===== config.mk =====
export PLATFORM = sky130hd
export DESIGN_NAME = rgb_pwm_sequencer
export DESIGN_NICKNAME = d
export VERILOG_FILES = /design/src/rtl/rgb_pwm_pkg.sv /design/src/rtl/rgb_pwm_sequencer_timebase.sv /design/src/rtl/rgb_pwm_sequencer.sv
export SDC_FILE = /design/constraint.sdc
export NUM_CORES = 1
export LEC_CHECK = 0
export CORE_MARGIN = 2
export CORE_UTILIZATION = 45
export DETAILED_ROUTE_END_ITERATION = 10
export DONT_BUFFER_PORTS = 1
export SLEW_MARGIN = 20
export SYNTH_ARGS = -nofsm -noshare
export SYNTH_HDL_FRONTEND = slang
export SYNTH_HIERARCHICAL = 1
export SYNTH_SLANG_ARGS = --single-unit
export TNS_END_PERCENT = 1

===== constraint.sdc =====
create_clock -name HCLK -period 9.1 [get_ports HCLK]
set_input_delay 0.91 -clock HCLK [delete_from_list [all_inputs] [get_ports HCLK]]
set_output_delay 0.91 -clock HCLK [all_outputs]
set_load 0.03 [all_outputs]

===== src/rtl/rgb_pwm_pkg.sv =====
// Shared constants for the RGB PWM sequencer: register map, CTRL/STATUS field
// offsets, mode and FSM state encodings.
package rgb_pwm_pkg;

  localparam logic [1:0] ADDR_CTRL     = 2'd0;
  localparam logic [1:0] ADDR_DUTY     = 2'd1;
  localparam logic [1:0] ADDR_PRESCALE = 2'd2;
  localparam logic [1:0] ADDR_STATUS   = 2'd3;

  localparam int CTRL_EN        = 0;
  localparam int CTRL_MODE      = 1;
  localparam int CTRL_IRQ_EN    = 3;
  localparam int CTRL_BLINK_LEN = 8;
  localparam int CTRL_STEP      = 16;
  localparam int STAT_ENV       = 8;
  localparam int STAT_CNT       = 16;

  typedef enum logic [1:0] {
    MODE_STATIC     = 2'd0,
    MODE_BLINK      = 2'd1,
    MODE_BREATHE    = 2'd2,
    MODE_STATIC_ALT = 2'd3
  } mode_e;

  localparam logic [2:0] ST_OFF       = 3'd0;
  localparam logic [2:0] ST_STATIC    = 3'd1;
  localparam logic [2:0] ST_BLINK_ON  = 3'd2;
  localparam logic [2:0] ST_BLINK_OFF = 3'd3;
  localparam logic [2:0] ST_BRTH_UP   = 3'd4;
  localparam logic [2:0] ST_BRTH_DN   = 3'd5;

  // Mode 3 aliases static, so comparing start states also compares modes.
  function automatic logic [2:0] start_state(input logic [1:0] mode);
    case (mode_e'(mode))
      MODE_BLINK:   return ST_BLINK_ON;
      MODE_BREATHE: return ST_BRTH_UP;
      default:      return ST_STATIC;
    endcase
  endfunction

endpackage


===== src/rtl/rgb_pwm_sequencer_timebase.sv =====
// Prescaler plus PWM step counter; pb marks the tick on which pwm_cnt wraps.
module pwm_timebase #(
  parameter int PWM_BITS      = 8,
  parameter int PRESCALE_BITS = 16
) (
  input  logic                     HCLK,
  input  logic                     HRESET,
  input  logic                     run_i,
  input  logic                     clr_i,
  input  logic [PRESCALE_BITS-1:0] prescale_i,
  output logic                     tick_o,
  output logic                     pb_o,
  output logic [PWM_BITS-1:0]      pwm_cnt_o
);

  localparam logic [PRESCALE_BITS-1:0] PRE_ONE = PRESCALE_BITS'(1);
  localparam logic [PWM_BITS-1:0]      PWM_ONE = PWM_BITS'(1);

  logic [PRESCALE_BITS-1:0] pre_cnt_q, pre_cnt_d;
  logic [PWM_BITS-1:0]      pwm_cnt_q, pwm_cnt_d;

  // >= keeps the prescaler from running to full scale if PRESCALE shrinks mid-count.
  assign tick_o    = run_i && (pre_cnt_q >= prescale_i);
  assign pb_o      = tick_o && (pwm_cnt_q == {PWM_BITS{1'b1}});
  assign pwm_cnt_o = pwm_cnt_q;

  always_comb begin
    pre_cnt_d = pre_cnt_q;
    pwm_cnt_d = pwm_cnt_q;
    if (clr_i) begin
      pre_cnt_d = '0;
      pwm_cnt_d = '0;
    end else if (tick_o) begin
      pre_cnt_d = '0;
      pwm_cnt_d = pwm_cnt_q + PWM_ONE;
    end else if (run_i) begin
      pre_cnt_d = pre_cnt_q + PRE_ONE;
    end
  end

  always_ff @(posedge HCLK or posedge HRESET) begin
    if (HRESET) begin
      pre_cnt_q <= '0;
      pwm_cnt_q <= '0;
    end else begin
      pre_cnt_q <= pre_cnt_d;
      pwm_cnt_q <= pwm_cnt_d;
    end
  end

endmodule


===== src/rtl/rgb_pwm_sequencer.sv =====
// Three-channel PWM controller for SB_RGBA_DRV: register file, pattern FSM,
// breathe envelope and registered glitch-free compare outputs.
//
// state        | meaning
// OFF       0  | disabled, counters frozen, outputs low
// STATIC    1  | fixed duty
// BLINK_ON  2  | PWM active for BLINK_LEN periods
// BLINK_OFF 3  | outputs low for BLINK_LEN periods
// BRTH_UP   4  | envelope rising by STEP per period
// BRTH_DN   5  | envelope falling by STEP per period
module rgb_pwm_sequencer
  import rgb_pwm_pkg::*;
#(
  parameter int PWM_BITS      = 8,
  parameter int PRESCALE_BITS = 16,
  parameter int BLINK_BITS    = 8
) (
  input  logic        HCLK,
  input  logic        HRESET,
  input  logic        wr_en,
  input  logic [1:0]  addr,
  input  logic [31:0] wdata,
  output logic [31:0] rdata,
  output logic        red_pwm,
  output logic        green_pwm,
  output logic        blue_pwm,
  output logic        period_irq
);

  localparam logic [BLINK_BITS-1:0] BLINK_ONE = BLINK_BITS'(1);
  localparam logic [2*PWM_BITS-1:0] ENV_ONE   = (2*PWM_BITS)'(1);

  logic                          en_q, en_d, irq_en_q, irq_en_d;
  logic [1:0]                    mode_q, mode_d, mode_sh_q;
  logic [BLINK_BITS-1:0]         blen_q, blen_d, blen_sh_q;
  logic [PWM_BITS-1:0]           step_q, step_d, step_sh_q;
  logic [2:0][PWM_BITS-1:0]      duty_q, duty_d, duty_sh_q;
  logic [PRESCALE_BITS-1:0]      prescale_q, prescale_d;
  logic [2:0]                    state_q, state_d;
  logic [PWM_BITS-1:0]           env_q, env_d, env_up, env_dn;
  logic [PWM_BITS:0]             env_sum;
  logic [BLINK_BITS-1:0]         bcnt_q, bcnt_d, blen_last;
  logic [2:0]                    out_q, out_d;
  logic [2:0][PWM_BITS-1:0]      eff;
  logic [PWM_BITS-1:0]           pwm_cnt;
  logic                          start, run, pb, load_sh, breathe, lit;
  logic                          unused_tick, unused_wdata;

  assign unused_wdata = ^wdata[31:3*PWM_BITS];

  always_comb begin
    en_d       = en_q;
    mode_d     = mode_q;
    irq_en_d   = irq_en_q;
    blen_d     = blen_q;
    step_d     = step_q;
    duty_d     = duty_q;
    prescale_d = prescale_q;
    if (wr_en) begin
      case (addr)
        ADDR_CTRL: begin
          en_d     = wdata[CTRL_EN];
          mode_d   = wdata[CTRL_MODE +: 2];
          irq_en_d = wdata[CTRL_IRQ_EN];
          blen_d   = wdata[CTRL_BLINK_LEN +: BLINK_BITS];
          step_d   = wdata[CTRL_STEP +: PWM_BITS];
        end
        ADDR_DUTY:     duty_d     = wdata[3*PWM_BITS-1:0];
        ADDR_PRESCALE: prescale_d = wdata[PRESCALE_BITS-1:0];
        default: ;
      endcase
    end
  end

  assign start   = en_d && !en_q;
  assign run     = (state_q != ST_OFF);
  // While off the shadows track the registers so the first period after enable is correct.
  assign load_sh = !run || pb;

  pwm_timebase #(
    .PWM_BITS      (PWM_BITS),
    .PRESCALE_BITS (PRESCALE_BITS)
  ) u_timebase (
    .HCLK       (HCLK),
    .HRESET     (HRESET),
    .run_i      (run),
    .clr_i      (start),
    .prescale_i (prescale_q),
    .tick_o     (unused_tick),
    .pb_o       (pb),
    .pwm_cnt_o  (pwm_cnt)
  );

  assign env_sum   = {1'b0, env_q} + {1'b0, step_sh_q};
  assign env_up    = env_sum[PWM_BITS] ? {PWM_BITS{1'b1}} : env_sum[PWM_BITS-1:0];
  assign env_dn    = (env_q < step_sh_q) ? '0 : env_q - step_sh_q;
  assign blen_last = (blen_sh_q == '0) ? '0 : blen_sh_q - BLINK_ONE;

  always_comb begin
    state_d = state_q;
    env_d   = env_q;
    bcnt_d  = bcnt_q;
    if (start) begin
      state_d = start_state(mode_d);
      env_d   = '0;
      bcnt_d  = '0;
    end else if (!en_d) begin
      state_d = ST_OFF;
    end else if (pb) begin
      if (start_state(mode_d) != start_state(mode_sh_q)) begin
        state_d = start_state(mode_d);
        env_d   = '0;
        bcnt_d  = '0;
      end else begin
        case (state_q)
          ST_BLINK_ON, ST_BLINK_OFF: begin
            if (bcnt_q == blen_last) begin
              state_d = (state_q == ST_BLINK_ON) ? ST_BLINK_OFF : ST_BLINK_ON;
              bcnt_d  = '0;
            end else begin
              bcnt_d = bcnt_q + BLINK_ONE;
            end
          end
          ST_BRTH_UP: begin
            env_d = env_up;
            if (env_up == {PWM_BITS{1'b1}}) state_d = ST_BRTH_DN;
          end
          ST_BRTH_DN: begin
            env_d = env_dn;
            if (env_dn == '0) state_d = ST_BRTH_UP;
          end
          default: ;
        endcase
      end
    end
  end

  assign breathe = (state_q == ST_BRTH_UP) || (state_q == ST_BRTH_DN);
  assign lit     = en_d && run && (state_q != ST_BLINK_OFF);

  for (genvar c = 0; c < 3; c++) begin : g_ch
    logic [2*PWM_BITS-1:0] prod;
    assign prod     = {{PWM_BITS{1'b0}}, duty_sh_q[c]} * ({{PWM_BITS{1'b0}}, env_q} + ENV_ONE);
    assign eff[c]   = !breathe ? duty_sh_q[c] :
                      (env_q == '0) ? '0 : PWM_BITS'(prod >> PWM_BITS);
    assign out_d[c] = lit && (pwm_cnt < eff[c]);
  end

  always_ff @(posedge HCLK or posedge HRESET) begin
    if (HRESET) begin
      en_q       <= 1'b0;
      mode_q     <= '0;
      irq_en_q   <= 1'b0;
      blen_q     <= '0;
      step_q     <= '0;
      duty_q     <= '0;
      prescale_q <= '0;
      mode_sh_q  <= '0;
      blen_sh_q  <= '0;
      step_sh_q  <= '0;
      duty_sh_q  <= '0;
      state_q    <= ST_OFF;
      env_q      <= '0;
      bcnt_q     <= '0;
      out_q      <= '0;
    end else begin
      en_q       <= en_d;
      mode_q     <= mode_d;
      irq_en_q   <= irq_en_d;
      blen_q     <= blen_d;
      step_q     <= step_d;
      duty_q     <= duty_d;
      prescale_q <= prescale_d;
      if (load_sh) begin
        mode_sh_q <= mode_d;
        blen_sh_q <= blen_d;
        step_sh_q <= step_d;
        duty_sh_q <= duty_d;
      end
      state_q    <= state_d;
      env_q      <= env_d;
      bcnt_q     <= bcnt_d;
      out_q      <= out_d;
    end
  end

  assign red_pwm    = out_q[0];
  assign green_pwm  = out_q[1];
  assign blue_pwm   = out_q[2];
  assign period_irq = pb && irq_en_q && run;

  always_comb begin
    rdata = '0;
    case (addr)
      ADDR_CTRL: begin
        rdata[CTRL_EN]                        = en_q;
        rdata[CTRL_MODE +: 2]                 = mode_q;
        rdata[CTRL_IRQ_EN]                    = irq_en_q;
        rdata[CTRL_BLINK_LEN +: BLINK_BITS]   = blen_q;
        rdata[CTRL_STEP +: PWM_BITS]          = step_q;
      end
      ADDR_DUTY:     rdata[3*PWM_BITS-1:0]    = duty_q;
      ADDR_PRESCALE: rdata[PRESCALE_BITS-1:0] = prescale_q;
      ADDR_STATUS: begin
        rdata[2:0]                   = state_q;
        rdata[STAT_ENV +: PWM_BITS]  = env_q;
        rdata[STAT_CNT +: PWM_BITS]  = pwm_cnt;
      end
      default: ;
    endcase
  end

endmodule


==> results.sh, run 1 <==
export IMPL_status="finished, final reports clean"
export IMPL_crit_path_start_kind="flip-flop"
export IMPL_grt_pass1_wl_um=64700
export IMPL_die_h_um=190
export IMPL_drc=0
export IMPL_place_ws_ns=1.38
export IMPL_min_period_ns=7.74
export IMPL_core_um2=34300
export IMPL_drv_cap=0
export IMPL_wire_per_inst_um=20.2
export IMPL_clk_latency_ns=0.43
export IMPL_arrival_ns=8.00
export IMPL_fin_util=0.483
export IMPL_htree_levels=4
export IMPL_cts_tree="built"
export IMPL_pin_count=73
export IMPL_die_area_um2=36100
export IMPL_start_util=0.454
export IMPL_num_vias=11600
export IMPL_setup_viol=0
export IMPL_dp_cells=2011
export IMPL_gp_congestion=0.871
export IMPL_cts_sinks=148
export IMPL_syn_avg_cell_area_um2=9.59
export IMPL_cp_required_ns=9.35
export IMPL_synthCells=1623
export IMPL_max_slew_margin=0.276
export IMPL_cts_root_buf="clkbuf_16"
export IMPL_tns_ns=0
export IMPL_post_cts_buffers=0
export IMPL_drt_met1_wl_um=18500
export IMPL_ctsResizeCount=0
export IMPL_power_density_nw_per_um2=320
export IMPL_grt_max_degree=68
export IMPL_core_rowCount=68
export IMPL_final_cells=2041
export IMPL_io_buffers=0
export IMPL_drt_total_wl_um=41200
export IMPL_endpoint_kind="flip-flop"
export IMPL_drt_first_iter_violations=665
export IMPL_routed_top_layer="met4"
export IMPL_finalClockSkew_ns=0.0112
export IMPL_drive_gt1_frac=0.116
export IMPL_irDropWorstVdd_v=0.000172
export IMPL_die_w_um=190
export IMPL_syn_cell_area_um2=15600
export IMPL_timing_hold_violations_final=0
export IMPL_clk_pin_slew_ns=0.07
export IMPL_grt_pass1_vias=11500
export IMPL_place_hpwl_um=30400
export IMPL_ant_nets=0
export IMPL_hold_ws_ns=0.413
export IMPL_slew_viol_final=0
export IMPL_wl_met2_um=19300
export IMPL_layout_nets=1899
export IMPL_area_growth_pct=6.38
export IMPL_clockBufferDepth=2
export IMPL_grt_overflow=0
export IMPL_via_per_inst=5.68
export IMPL_hold_class="in2async"
export IMPL_cts_buffers=17
export IMPL_fin_ws_ns=1.36
export IMPL_max_slew_worst_pin_slew_ns=1.08
export IMPL_antenna_found_initial=0
export IMPL_n_antenna_cell=0
export IMPL_rsz0062_at_grt="false"
export IMPL_grtUsageTotal=0.235
export IMPL_drtPass1Iterations=5
export IMPL_post_route_period_util=0.851
export IMPL_route_met3_wl_um=2550
export IMPL_worst_path_max_fanout=24
export IMPL_yosys_warnings=6
export IMPL_fmax_mhz=129
export IMPL_p_leak_nw=8.10
export IMPL_postCtsHoldBufs=0
export IMPL_critPathKind="reg2reg"
report_power, final:
part | switching, mW | internal [mW] | total, mW
Clock | 0.292 | 0.436 | 0.728
Sequential | 0.421 | 0.847 | 1.27
Combinational | 1.88 | 1.43 | 3.31
Total | 2.59 | 2.71 | 5.30
metal layers:
layer / GRT usage / vias up
li1: - / 5386
met2: 0.385 / 300
met4: 0.0596 / 0
met1: 0.316 / 5847
met3: 0.0493 / 53
met5: 0 / -
area by class of cell:
class / count / area (um2)
clock buffer: 18 / 439
tap: 455 / 569
inverter: 194 / 733
clock inverter: 12 / 158
multi-input combinational: 1193 / 10800
sequential: 148 / 3700
fill: 3175 / 17700
timing repair buffer: 21 / 158
path summary, 6_finish.rpt:
kind | from | end | slack (ns) | cells past startpoint
worst max-delay path | env_q[0] | out_q[1] | 1.36 | 27
worst min-delay path | HRESET | prescale_q[4] | 0.41 | 1
worst max register to register | env_q[0] | out_q[1] | 1.36 | 27
worst min register to register | blen_q[3] | blen_q[3] | 0.52 | 1
max in group asynchronous | HRESET | blen_sh_q[5] | 7.40 | 2
min in group HCLK | blen_q[3] | blen_q[3] | 0.52 | 1
state kept, by name, indices dropped and copies added, names as in the netlist:
| name | flops |
|---|---|
| duty_sh_q | 24 |
| step_q | 8 |
| irq_en_q | 1 |
| env_q | 8 |
| blen_sh_q | 8 |
| blen_q | 8 |
| duty_q | 24 |
| en_q | 1 |
| bcnt_q | 8 |
| prescale_q | 16 |
| state_q | 3 |
| u_timebase/pwm_cnt_o | 8 |
| mode_sh_q | 2 |
| mode_q | 2 |
| out_q | 3 |
| u_timebase/pre_cnt_q | 16 |
| step_sh_q | 8 |
cells in the final DEF, fill, tap and decap left out, drive strengths merged, types with 12 or more instances in the layout:
cell type and n:
a21o 12, clkbuf 18, xor2 33, nor2b 71, nor2 67, and2 113
mux2 101, o21ai 44, a22oi 18, xnor2 35, a21oi 46, nand2b 21
a222oi 20, mux2i 15, inv 195, nand2 85, and3 14, nor3 22
ha 165, fa 122, dfrtp 148, nand3 24, o31ai 12, buf 21
or3 14
metrics by stage:
| stage | power (mW) | area [um2] |
|---|---|---|
| 3_5_place_dp | 4.59 | 16000 |
| 5_1_grt | 5.86 | 16600 |
| 2_1_floorplan | 3.70 | 15600 |
| 3_3_place_gp | 4.52 | 15900 |
| 6_report | 5.30 | 16600 |
| 4_1_cts | 5.35 | 16600 |
worst max-delay path, stage by stage (launching register included):
cell       delay [ns]
dfrtp_1          0.44
buf_4            0.34
inv_1            0.30
nor3_1           0.33
xor2_1           0.17
buf_4            0.34
nand2_1          0.13
fa_1             0.53
fa_1             0.54
inv_1            0.05
fa_1             0.48
inv_1            0.05
fa_1             0.48
inv_1            0.04
ha_1             0.18
a2111oi_0        0.27
o31ai_1          0.19
a41o_1           0.31
a41o_1           0.29
o41ai_1          0.35
xnor2_1          0.24
nor3b_1          0.24
a21oi_1          0.06
a2bb2oi_1        0.15
ha_1             0.31
o211ai_1         0.09
a21oi_1          0.05
a2111oi_0        0.57
(Power assumes the default switching activity.)
==> run 2: changes to the inputs <==
--- a/config.mk
+++ b/config.mk
@@ -6,9 +6,10 @@
 export NUM_CORES = 1
 export LEC_CHECK = 0
 export CORE_MARGIN = 2
-export CORE_UTILIZATION = 45
+export CORE_UTILIZATION = 50
 export DETAILED_ROUTE_END_ITERATION = 10
 export DONT_BUFFER_PORTS = 1
+export GPL_ROUTABILITY_DRIVEN = 0
 export SLEW_MARGIN = 20
 export SYNTH_ARGS = -nofsm -noshare
 export SYNTH_HDL_FRONTEND = slang
==> run 2 against run 1 <==
Against the previous run:
- worst setup slack gained 0.37 ns
- die area shrank 9.8%
- via count shrank 0.77%
- sequential power is essentially flat
- global-route usage grew 1.7 points
- cell count shrank 2.7%
- utilization grew 5.7 points
- critical endpoint is now out_q[0]
- largest cell class unchanged
==> results.sh, run 2 (synthesized netlist as in run 1, its figures left out) <==
export IMPL_critPathKind="reg2reg"
export IMPL_min_period_ns=7.38
export IMPL_fin_util=0.540
export IMPL_post_route_period_util=0.811
export IMPL_r2r_end="out_q[0]"
export IMPL_num_vias=11500
export IMPL_crit_path_start_kind="flip-flop"
export IMPL_max_slew_worst_pin_slew_ns=1.13
export IMPL_grt_overflow=0
export IMPL_cts_buffers=17
export IMPL_layout_nets=1901
export IMPL_slew_viol_final=0
export IMPL_clockBufferDepth=2
export IMPL_cts_tree="built"
export IMPL_arrival_ns=7.74
export IMPL_tns_ns=0
export IMPL_clk_pin_slew_ns=0.07
export IMPL_n_antenna_cell=0
export IMPL_cts_root_buf="clkbuf_16"
export IMPL_cts_sinks=148
export IMPL_timing_hold_violations_final=0
export IMPL_setup_viol=0
export IMPL_grt_max_degree=70
export IMPL_area_growth_pct=6.02
export IMPL_antenna_found_initial=1
export IMPL_place_hpwl_um=29600
export IMPL_drc=0
export IMPL_worst_path_max_fanout=8
export IMPL_drive_gt1_frac=0.116
export IMPL_rsz0062_at_grt="false"
export IMPL_max_slew_margin=0.239
export IMPL_wire_per_inst_um=20.0
export IMPL_r2r_slack_ns=1.72
export IMPL_r2r_start="env_q[1]"
export IMPL_irDropWorstVdd_v=0.000182
export IMPL_p_leak_nw=8.11
export IMPL_reg_top3="duty_q (24), duty_sh_q (24)"
export IMPL_hold_class="in2async"
export IMPL_drt_first_iter_violations=691
export IMPL_core_um2=30600
export IMPL_slowest_stage="dfrtp_1"
export IMPL_grt_pass1_wl_um=64400
export IMPL_fmax_mhz=136
export IMPL_finalClockSkew_ns=0.0112
export IMPL_power_density_nw_per_um2=322
export IMPL_dp_cells=1954
export IMPL_pin_count=73
export IMPL_drtPass1Iterations=8
export IMPL_final_cell_mix="inv_1 (193), ha_1 (165), dfrtp_1 (148)"
export IMPL_clk_latency_ns=0.43
export IMPL_io_buffers=0
export IMPL_die_h_um=180
export IMPL_endpoint_kind="flip-flop"
export IMPL_reg2reg_depth=25
export IMPL_core_rowCount=64
export IMPL_die_w_um=180
export IMPL_final_cells=1985
export IMPL_crit_buf_inv=4
export IMPL_via_per_inst=5.79
export IMPL_drt_total_wl_um=39800
export IMPL_htree_levels=4
export IMPL_cp_top_family="adder cells"
export IMPL_cp_required_ns=9.47
export IMPL_drv_cap=0
export IMPL_status="finished, final reports clean"
export IMPL_ant_nets=0
export IMPL_start_util=0.509
export IMPL_cpPeakStageDelay_ns=0.59
export IMPL_post_cts_buffers=0
export IMPL_layout_commonest_cell="inv_1"
export IMPL_die_area_um2=32600
export IMPL_grt_pass1_vias=11700
export IMPL_ctsResizeCount=0
export IMPL_grtUsageTotal=0.251
export IMPL_postCtsHoldBufs=0
==> run 2: changes by cell type in the layout (fill, tap and decap cells not counted), sizes merged <==
cell	change
inv	+1
clkbuf	-1
buf	+2
clkinvlp	+1
==> run 2: worst max-delay path by stage <==
stage               slack, ns  endpoint     start  cells after the start
floorplan                2.31  out_q[0]  env_q[0]                     27
global placement         1.78  out_q[0]  env_q[4]                     25
detailed placement       1.74  out_q[1]  env_q[0]                     26
CTS                      1.70  out_q[0]  env_q[1]                     25
global route             1.21  out_q[0]  env_q[0]                     27
finish                   1.72  out_q[0]  env_q[1]                     25
==> run 2: where the power goes <==
part	internal [mW]	total, mW	leakage (nW)	switching (mW)
registers	0.847	1.26	1.83	0.412
clock network	0.433	0.737	0.282	0.304
logic	1.44	3.32	6.00	1.88
==> run 2: final cells by class <==
cell class | instances | area [um2]
Multi-Input combinational cell | 1193 | 10800
Fill cell | 2820 | 14100
Clock buffer | 17 | 425
Timing Repair Buffer | 23 | 185
Tap cell | 396 | 495
Sequential cell | 148 | 3700
Inverter | 194 | 733
Clock inverter | 14 | 181
==> run 2: through the flow <==
step	instance area (um2)	power (mW)	setup slack, ns	hold slack, ns
floorplan	15600	3.70	2.31	0.479
global placement	15900	4.53	1.78	0.503
detailed placement	15900	4.60	1.74	0.510
CTS	16500	5.37	1.70	0.445
global route	16500	5.88	1.21	0.481
finish	16500	5.31	1.72	0.426
==> run 2: worst register-to-register path: cells and delay by family, from the launching register on <==
| kind | cells | cell delay (ns) |
|---|---|---|
| compound gates | 8 | 2.07 |
| xor+xnor | 3 | 0.93 |
| fa+ha+maj | 6 | 2.51 |
| buf+inv | 4 | 0.33 |
| flops | 1 | 0.59 |
| simple gates | 4 | 0.89 |
==> run 2: per-layer routing <==
layer  share of wire  vias to the layer above  GRT usage
met2            0.48                      220      0.416
li1                -                     5408          -
met4           0.016                        0     0.0626
met3           0.038                       36     0.0293
met1            0.47                     5833      0.351
met5               0                        -          0
==> run 3: changes to the inputs <==
==> constraint.sdc (replaced) <==
create_clock -name HCLK -period 7.6 [get_ports HCLK]
set_input_delay 0.76 -clock HCLK [delete_from_list [all_inputs] [get_ports HCLK]]
set_output_delay 0.76 -clock HCLK [all_outputs]
set_load 0.03 [all_outputs]
==> run 3 against run 2 <==
Against the previous run:
- worst setup slack lost 1.2 ns
- clock power grew 15%
- critical path depth grew 1
==> results.sh, run 3 (synthesized netlist as in run 1, its figures left out) <==
export IMPL_status="finished, final reports clean"
export IMPL_p_sw_frac=0.491
export IMPL_min_period_ns=7.04
export IMPL_drt_total_wl_um=39300
export IMPL_start_util=0.509
export IMPL_finalClockSkew_ns=0.0133
export IMPL_reg2reg_depth=26
export IMPL_clk_pin_slew_ns=0.06
export IMPL_seqCellArea_um2=3700
export IMPL_dp_cells=1964
export IMPL_p_int_mw=3.28
export IMPL_layout_commonest_cell="inv_1"
export IMPL_fmax_mhz=142
export IMPL_postCtsHoldBufs=0
export IMPL_max_slew_margin=0.248
export IMPL_via_per_inst=5.79
export IMPL_r2r_start="env_q[0]"
export IMPL_p_seq_frac=0.227
export IMPL_n_antenna_cell=0
export IMPL_cts_buffers=17
export IMPL_num_vias=11500
export IMPL_drtPass1Iterations=5
export IMPL_ant_nets=0
export IMPL_place_ws_ns=0.408
export IMPL_cp_required_ns=7.89
export IMPL_fin_ws_ns=0.562
export IMPL_grt_overflow=0
export IMPL_endpoint_kind="flip-flop"
export IMPL_power_frac_comb=0.642
export IMPL_grt_max_degree=64
export IMPL_grt_pass1_wl_um=64700
export IMPL_setup_viol=0
export IMPL_clockBufferDepth=2
export IMPL_grtUsageTotal=0.251
export IMPL_htree_levels=4
export IMPL_irDropWorstVdd_v=0.000217
export IMPL_final_cell_area_um2=16600
export IMPL_crit_path_start_kind="flip-flop"
export IMPL_p_total_mw=6.45
export IMPL_fin_util=0.541
export IMPL_reg_top3="duty_q (24), duty_sh_q (24)"
export IMPL_r2r_end="out_q[1]"
export IMPL_r2r_slack_ns=0.56
export IMPL_clk_latency_ns=0.44
export IMPL_post_cts_buffers=0
export IMPL_core_rowCount=64
export IMPL_die_h_um=180
export IMPL_die_w_um=180
export IMPL_post_route_period_util=0.926
export IMPL_tns_ns=0
export IMPL_p_clk_frac=0.131
export IMPL_layout_nets=1911
export IMPL_drive_gt1_frac=0.124
export IMPL_hold_class="in2async"
export IMPL_power_density_nw_per_um2=389
export IMPL_place_area_um2=16000
export IMPL_max_slew_worst_pin_slew_ns=1.13
export IMPL_p_leak_nw=8.15
export IMPL_final_cells=1996
export IMPL_pin_count=73
export IMPL_worst_path_max_fanout=23
export IMPL_multi_input_area_um2=10800
export IMPL_cts_tree="built"
export IMPL_hold_ws_ns=0.259
export IMPL_ctsResizeCount=0
export IMPL_arrival_ns=7.33
export IMPL_critPathKind="reg2reg"
export IMPL_final_cell_mix="inv_1 (193), ha_1 (164), dfrtp_1 (147)"
export IMPL_cts_root_buf="clkbuf_16"
export IMPL_switchingPower_mw=3.17
export IMPL_area_growth_pct=6.36
export IMPL_rsz0062_at_grt="false"
export IMPL_filler_cell_count=2790
export IMPL_cts_sinks=148
export IMPL_wire_per_inst_um=19.7
export IMPL_drt_first_iter_violations=756
export IMPL_io_buffers=0
export IMPL_antenna_found_initial=0
export IMPL_place_hpwl_um=30000
export IMPL_core_um2=30600
export IMPL_timing_hold_violations_final=0
export IMPL_grt_pass1_vias=11700
export IMPL_slew_viol_final=0
export IMPL_die_area_um2=32600
export IMPL_drc=0
export IMPL_drv_cap=0
[run 3: cell types whose count changed in the layout (fill, tap and decap cells not counted), sizes merged]
cell    delta
bufinv     -1
clkbuf     +1
buf       +10
inv        +1
[run 3: how the worst max path moves through the flow]
stage | start | endpoint | depth (start not counted)
5_1_grt | env_q[1] | out_q[1] | 26
4_1_cts | env_q[0] | out_q[0] | 25
2_1_floorplan | env_q[0] | out_q[0] | 27
3_3_place_gp | env_q[0] | out_q[0] | 25
6_report | env_q[0] | out_q[1] | 26
3_5_place_dp | env_q[0] | out_q[0] | 25
[run 3: area by class of cell]
type                            instances  area share
Tap cell                              396      0.0299
Inverter                              194      0.0443
Clock inverter                         14     0.00922
Timing Repair Buffer                   33      0.0152
Sequential cell                       148       0.224
Multi-Input combinational cell       1193       0.652
Clock buffer                           18      0.0259
[run 3: metal layers]
metal / global-route usage / up-vias / part of all wire
met5: 0 / - / 0
met4: 0.0632 / 0 / 0.017
met3: 0.0301 / 42 / 0.040
met2: 0.408 / 250 / 0.47
met1: 0.358 / 5851 / 0.47
li1: - / 5404 / -
[run 3: critical path: stages (launching register included)]
cell       delay, ns
dfrtp_2         0.46
inv_1           0.21
nor3_1          0.32
xor2_1          0.32
buf_6           0.27
nand2_1         0.11
fa_1            0.52
fa_1            0.55
inv_1           0.05
fa_1            0.47
inv_1           0.05
fa_1            0.47
inv_1           0.04
ha_1            0.18
a2111oi_0       0.28
o31ai_1         0.20
a41o_1          0.32
a41o_1          0.30
o41ai_1         0.33
xnor2_1         0.20
nor3b_1         0.21
a21oi_1         0.07
a2bb2oi_1       0.16
ha_1            0.31
o211ai_1        0.08
a21oi_1         0.06
a2111oi_0       0.33
[run 3: power groups by stage]
| stage | logic (mW) | clock network (mW) | registers, mW |
|---|---|---|---|
| after floorplan | 3.24 | 0 | 1.19 |
| after global placement | 4.07 | 0 | 1.48 |
| after detailed placement | 4.13 | 0 | 1.48 |
| after CTS | 4.17 | 0.858 | 1.47 |
| after global routing | 4.77 | 0.892 | 1.51 |
| final | 4.14 | 0.846 | 1.46 |
